--- config.mk ---
export PLATFORM = sky130hd
export DESIGN_NAME = synq_fifo_v2
export DESIGN_NICKNAME = d
export VERILOG_FILES = /design/src/rtl/synq_fifo_pkg.sv /design/src/rtl/synq_fifo_mem.sv /design/src/rtl/synq_fifo_v2.sv
export SDC_FILE = /design/constraint.sdc
export NUM_CORES = 1
export LEC_CHECK = 0
export BUFFER_PORTS_ARGS = -buffer_cell sky130_fd_sc_hd__clkbuf_2
export CAP_MARGIN = 30
export CORE_AREA = 2 2 142 144
export DETAILED_ROUTE_END_ITERATION = 6
export DIE_AREA = 0 0 144 146
export GPL_ROUTABILITY_DRIVEN = 0
export PLACE_DENSITY = 0.77
export SETUP_SLACK_MARGIN = 0.5
export SYNTH_ARGS = -nofsm -noshare
export SYNTH_HDL_FRONTEND = slang
export SYNTH_HIERARCHICAL = 1
export SYNTH_SLANG_ARGS = --single-unit
--- constraint.sdc ---
create_clock -name clk -period 5.4 [get_ports clk]
set_input_delay 0.54 -clock clk [delete_from_list [all_inputs] [get_ports clk]]
set_output_delay 0.54 -clock clk [all_outputs]
set_load 0.05 [all_outputs]
--- src/rtl/synq_fifo_pkg.sv ---
// Shared constants and helpers for the synq_fifo family.
// Consumed by synq_fifo_v2 and synq_fifo_mem.
package synq_fifo_pkg;

    localparam int unsigned DEF_DATA_WIDTH = 8;
    localparam int unsigned DEF_DEPTH      = 32;

    // Occupancy counter must be able to represent DEPTH itself.
    function automatic int unsigned count_width(input int unsigned depth);
        return $clog2(depth + 1);
    endfunction

    // Explicit wrap so non-power-of-2 depths work.
    function automatic int unsigned ptr_inc(input int unsigned ptr, input int unsigned depth);
        return (ptr == depth - 1) ? 32'd0 : ptr + 32'd1;
    endfunction

endpackage

--- src/rtl/synq_fifo_mem.sv ---
// Simple dual-port storage for synq_fifo_v2: one synchronous write port, one read port.
// Read port is registered by default, combinational when SYNQ_FIFO_FWFT_EN is defined.
module synq_fifo_mem #(
    parameter int unsigned DATA_WIDTH = 8,
    parameter int unsigned DEPTH      = 32,
    parameter int unsigned ADDR_W     = $clog2(DEPTH)
) (
    input  logic                  clk,
    input  logic                  rst,
    input  logic                  wr_en,
    input  logic [ADDR_W-1:0]     wr_addr,
    input  logic [DATA_WIDTH-1:0] wr_data,
    input  logic                  rd_en,
    input  logic [ADDR_W-1:0]     rd_addr,
    output logic [DATA_WIDTH-1:0] rd_data
);

    logic [DATA_WIDTH-1:0] mem_q [DEPTH];

    always_ff @(posedge clk) begin
        if (wr_en) begin
            mem_q[wr_addr] <= wr_data;
        end
    end

`ifdef SYNQ_FIFO_FWFT_EN
    logic unused_ctrl;
    assign unused_ctrl = rd_en ^ rst;
    assign rd_data     = mem_q[rd_addr];
`else
    logic [DATA_WIDTH-1:0] rd_data_q;

    // Non-blocking read sees the pre-write word when both ports hit the same slot.
    always_ff @(posedge clk) begin
        if (rst) begin
            rd_data_q <= '0;
        end else if (rd_en) begin
            rd_data_q <= mem_q[rd_addr];
        end
    end

    assign rd_data = rd_data_q;
`endif

endmodule

--- src/rtl/synq_fifo_v2.sv ---
// Single-clock FIFO with occupancy count, programmable almost flags and sticky error flags.
// Define SYNQ_FIFO_FWFT_EN for first-word-fall-through reads; default is 1-cycle registered read.
module synq_fifo_v2
    import synq_fifo_pkg::*;
#(
    parameter int unsigned DATA_WIDTH = DEF_DATA_WIDTH,
    parameter int unsigned DEPTH      = DEF_DEPTH,
    parameter int unsigned AF_THRESH  = 28,
    parameter int unsigned AE_THRESH  = 4
) (
    input  logic                          clk,
    input  logic                          rst,
    input  logic                          wr_en,
    input  logic [DATA_WIDTH-1:0]         wr_data,
    input  logic                          rd_en,
    output logic [DATA_WIDTH-1:0]         rd_data,
    output logic                          rd_valid,
    output logic                          f_full,
    output logic                          f_empty,
    output logic                          almost_full,
    output logic                          almost_empty,
    output logic [count_width(DEPTH)-1:0] count,
    output logic                          overflow,
    output logic                          underflow,
    input  logic                          err_clr
);

    localparam int unsigned AW = $clog2(DEPTH);
    localparam int unsigned CW = count_width(DEPTH);

    logic [AW-1:0]         wr_ptr_q, wr_ptr_d;
    logic [AW-1:0]         rd_ptr_q, rd_ptr_d;
    logic [CW-1:0]         count_q, count_d;
    logic                  ovf_q, ovf_d;
    logic                  udf_q, udf_d;
    logic                  rd_acc, wr_acc;
    logic [DATA_WIDTH-1:0] mem_rd_data;

    assign f_full       = (count_q == CW'(DEPTH));
    assign f_empty      = (count_q == '0);
    assign almost_full  = (count_q >= CW'(AF_THRESH));
    assign almost_empty = (count_q <= CW'(AE_THRESH));
    assign count        = count_q;
    assign overflow     = ovf_q;
    assign underflow    = udf_q;

    // A write into a full FIFO is only legal when a read frees a slot in the same cycle.
    assign rd_acc = rd_en & ~f_empty;
    assign wr_acc = wr_en & (~f_full | rd_acc);

    always_comb begin
        wr_ptr_d = wr_acc ? AW'(ptr_inc(32'(wr_ptr_q), DEPTH)) : wr_ptr_q;
        rd_ptr_d = rd_acc ? AW'(ptr_inc(32'(rd_ptr_q), DEPTH)) : rd_ptr_q;
        case ({wr_acc, rd_acc})
            2'b10:   count_d = count_q + CW'(1);
            2'b01:   count_d = count_q - CW'(1);
            default: count_d = count_q;
        endcase
        // A new error in the clearing cycle keeps the flag set.
        ovf_d = (ovf_q & ~err_clr) | (wr_en & ~wr_acc);
        udf_d = (udf_q & ~err_clr) | (rd_en & ~rd_acc);
    end

    always_ff @(posedge clk) begin
        if (rst) begin
            wr_ptr_q <= '0;
            rd_ptr_q <= '0;
            count_q  <= '0;
            ovf_q    <= 1'b0;
            udf_q    <= 1'b0;
        end else begin
            wr_ptr_q <= wr_ptr_d;
            rd_ptr_q <= rd_ptr_d;
            count_q  <= count_d;
            ovf_q    <= ovf_d;
            udf_q    <= udf_d;
        end
    end

    synq_fifo_mem #(
        .DATA_WIDTH (DATA_WIDTH),
        .DEPTH      (DEPTH),
        .ADDR_W     (AW)
    ) u_mem (
        .clk     (clk),
        .rst     (rst),
        .wr_en   (wr_acc),
        .wr_addr (wr_ptr_q),
        .wr_data (wr_data),
        .rd_en   (rd_acc),
        .rd_addr (rd_ptr_q),
        .rd_data (mem_rd_data)
    );

`ifdef SYNQ_FIFO_FWFT_EN
    logic [DATA_WIDTH-1:0] hold_q;

    // Tracks the presented head word so rd_data keeps it once the FIFO drains.
    always_ff @(posedge clk) begin
        if (rst) begin
            hold_q <= '0;
        end else if (!f_empty) begin
            hold_q <= mem_rd_data;
        end
    end

    assign rd_data  = f_empty ? hold_q : mem_rd_data;
    assign rd_valid = ~f_empty;
`else
    logic rd_valid_q;

    always_ff @(posedge clk) begin
        if (rst) begin
            rd_valid_q <= 1'b0;
        end else begin
            rd_valid_q <= rd_acc;
        end
    end

    assign rd_data  = mem_rd_data;
    assign rd_valid = rd_valid_q;
`endif

endmodule

==> flow_summary.toml <==
[clock_tree]
postCtsHoldBufs = 0
cts_buffers = 28
clk_root_buffer_cell = "clkbuf_16"
path_clk_slew_ns = 0.06
post_cts_buffers = 0
htreeDepth = 1
clock_latency_ns = 0.54
clock-sinks = 283
post_cts_resized = 0
cts_tree = "built"
cts_buffer_depth = 3

[floorplanning]
die_x_um = 144
die_y_um = 146
die-area_sq_um = 21000
rows = 51
core_area_sq_um = 19300
io_pins = 34
floorplan.initialDensity_pct = 60.1

[timing]
slew_violations = 0
setup_violations = 0
layout_setup_ws_ns = 1.78
worst_pin_slew_ns = 0.955
skew_ns = 0.0121
max_freq_ghz = 0.276
maxSlewHeadroom_pct = 36.1
tns_ns = 0
fin_crit_ns = 3.62
rsz0062_at_grt = "no"
post-route-period-util_pct = 67.1
hold_viol = 0

[global_routing]
grt_pass1_wl_mm = 37.3
antenna_found_initial = 0
grt_pass1_vias = 6615
grt_max_degree = 81
grt.total_usage_pct = 23.2
grt-ovfl-total = 0

[synthesis]
yosysSeqAreaShare_pct = 70.8
synthCells = 749
synth_fp_nets = 771
synth_edf_count = 256
async_reset_ff_share_pct = 0
yosysUniqueCellTypes = 55
yosys_warnings = 6
synth_area_sq_um = 11600
ys.flop_type = "edfxtp_1"
synth_seq_cells = 283
syn_area_per_cell_sq_um = 15.5

[layout]
nNetsFinal = 795
drive_gt1_share_pct = 12.4
diodes = 0
layout_commonest_cell = "edfxtp_1"
area_growth_pct = 10.5
final_cell_area_sq_um = 12800
instances_no_fill = 1058
layout_common_cells = "edfxtp_1, mux2i_1, a22oi_1"

[pwr]
cellLeakagePower_nw = 4.12
irDropWorstVdd_uv = 362
p_total_w = 0.00600
power_density_nw_per_um2 = 467

[status]
status = "finished, final reports clean"

[setup_path]
slowest_delay_ns = 0.73
end_kind = "flip-flop"
critPathKind = "reg2reg"
path_max_fanout = 12
cpMaxStageDelayCell = "or4_1"
path_cells = "or4_1 > o31ai_4 > or2_1 > inv_4 > ha_1 > a211oi_1 > o21ai_0 > a21o_1 > or3_1 > nand4_1"
required_ns = 5.88
start_kind = "flip-flop"
cp.arrival_ns = 4.11

[drt]
vias = 6652
dr.first_iter.drc_count = 613
postRouteAntennaNets = 0
routedWlPerCell_um = 22.8
firstDrtPassIters = 5
drc = 0
viasPerCell = 6.29
wl_mm = 24.1

[place]
dp_hpwl_mm = 14.8
io_buffers = 33
dp_worst_setup_slack_ns = 1.83
placed_area_sq_um = 11900
post-place-cells = 1008

[flow_run]
maxCapViolations = 0

[hold_path]
hp-class = "in2reg"
routing by layer:
metal  global-route usage (%)  vias up  wire, um
met5                        0        -         0
met4                     6.32        0       448
met3                     3.95       32      1720
met2                     37.4      279     11800
met1                     33.2     3337     10200
li1                         -     3004         -
registers in the layout, summed over array words and instances, names as in the netlist:
register       count
rd_ptr_q           5
underflow          1
count              6
rd_valid           1
u_mem/mem_q      256
overflow           1
u_mem/rd_data      8
wr_ptr_q           5
layout make-up:
type | count | area [sq um]
sequential | 283 | 8230
clock buffer | 35 | 748
fill | 1330 | 6480
inverter | 9 | 36.3
tap | 265 | 332
timing repair buffer | 38 | 215
clock inverter | 15 | 175
multi-input combinational | 413 | 3110
logic make-up (layout without fill, tap and decap cells):
group / Yosys count / count (layout) / share of synthesized area (%)
compound gates: 150 / 150 / 8.89
xor+xnor: 2 / 2 / 0.151
fa+ha+maj: 9 / 9 / 1.03
buf+inv: 53 / 97 / 2.53
flops: 283 / 283 / 70.8
mux: 128 / 128 / 11.0
simple gates: 124 / 124 / 5.61
final timing paths:
check	start	to	slack, ns	depth (start not counted)
worst min register to register	overflow	overflow	0.48	2
worst max-delay path	count[1]	count[5]	1.78	10
worst min-delay path	err_clr	overflow	0.29	3
worst max register to register	count[1]	count[5]	1.78	10
cells in the mapped netlist (all sizes together) (2+ instances only):
cell type    n  area share [%]
clkbuf      22            0.71
o21ai       10            0.46
nor2b        5            0.27
inv          9            0.31
nand3        8            0.34
a31oi        3            0.16
buf         22             1.5
nand4        2            0.11
a221oi       2            0.20
or2          2            0.11
nand2       13            0.42
edfxtp     256              66
nor3         6            0.40
a211oi       9            0.58
nor2        52             1.7
and3         2            0.11
a21o         3            0.19
dfxtp       27             4.6
nand3b       6            0.39
ha           8            0.86
nor4         3            0.16
or3b         3            0.23
a21oi       50             2.2
mux2i      128              11
or4         11            0.71
a22oi       64             4.1
nand2b       4            0.22
or4b         2            0.17
or3          2            0.11
xnor2        2            0.15
where the power goes:
part           switching, W  total [W]  internal [W]
logic              0.000915    0.00145      0.000531
clock network      0.000764    0.00193       0.00117
registers          0.000162    0.00263       0.00247
worst max-delay path: cells and delay by family (launching register included):
| family | cells | cell delay, ns |
|---|---|---|
| AO/OA/AOI/OAI | 4 | 1.24 |
| adder cells (fa/ha/maj) | 1 | 0.31 |
| buffers and inverters | 1 | 0.10 |
| flip-flops | 1 | 0.38 |
| AND/OR/NAND/NOR | 4 | 1.53 |
per-stage QoR:
step                util (%)  hold WS, ns
finish                  66.5        0.287
floorplan                  -        0.481
global placement        61.7        0.453
global route            66.5        0.321
CTS                     66.5        0.274
detailed placement      61.7        0.472
Power figures use the tool's default switching activity.
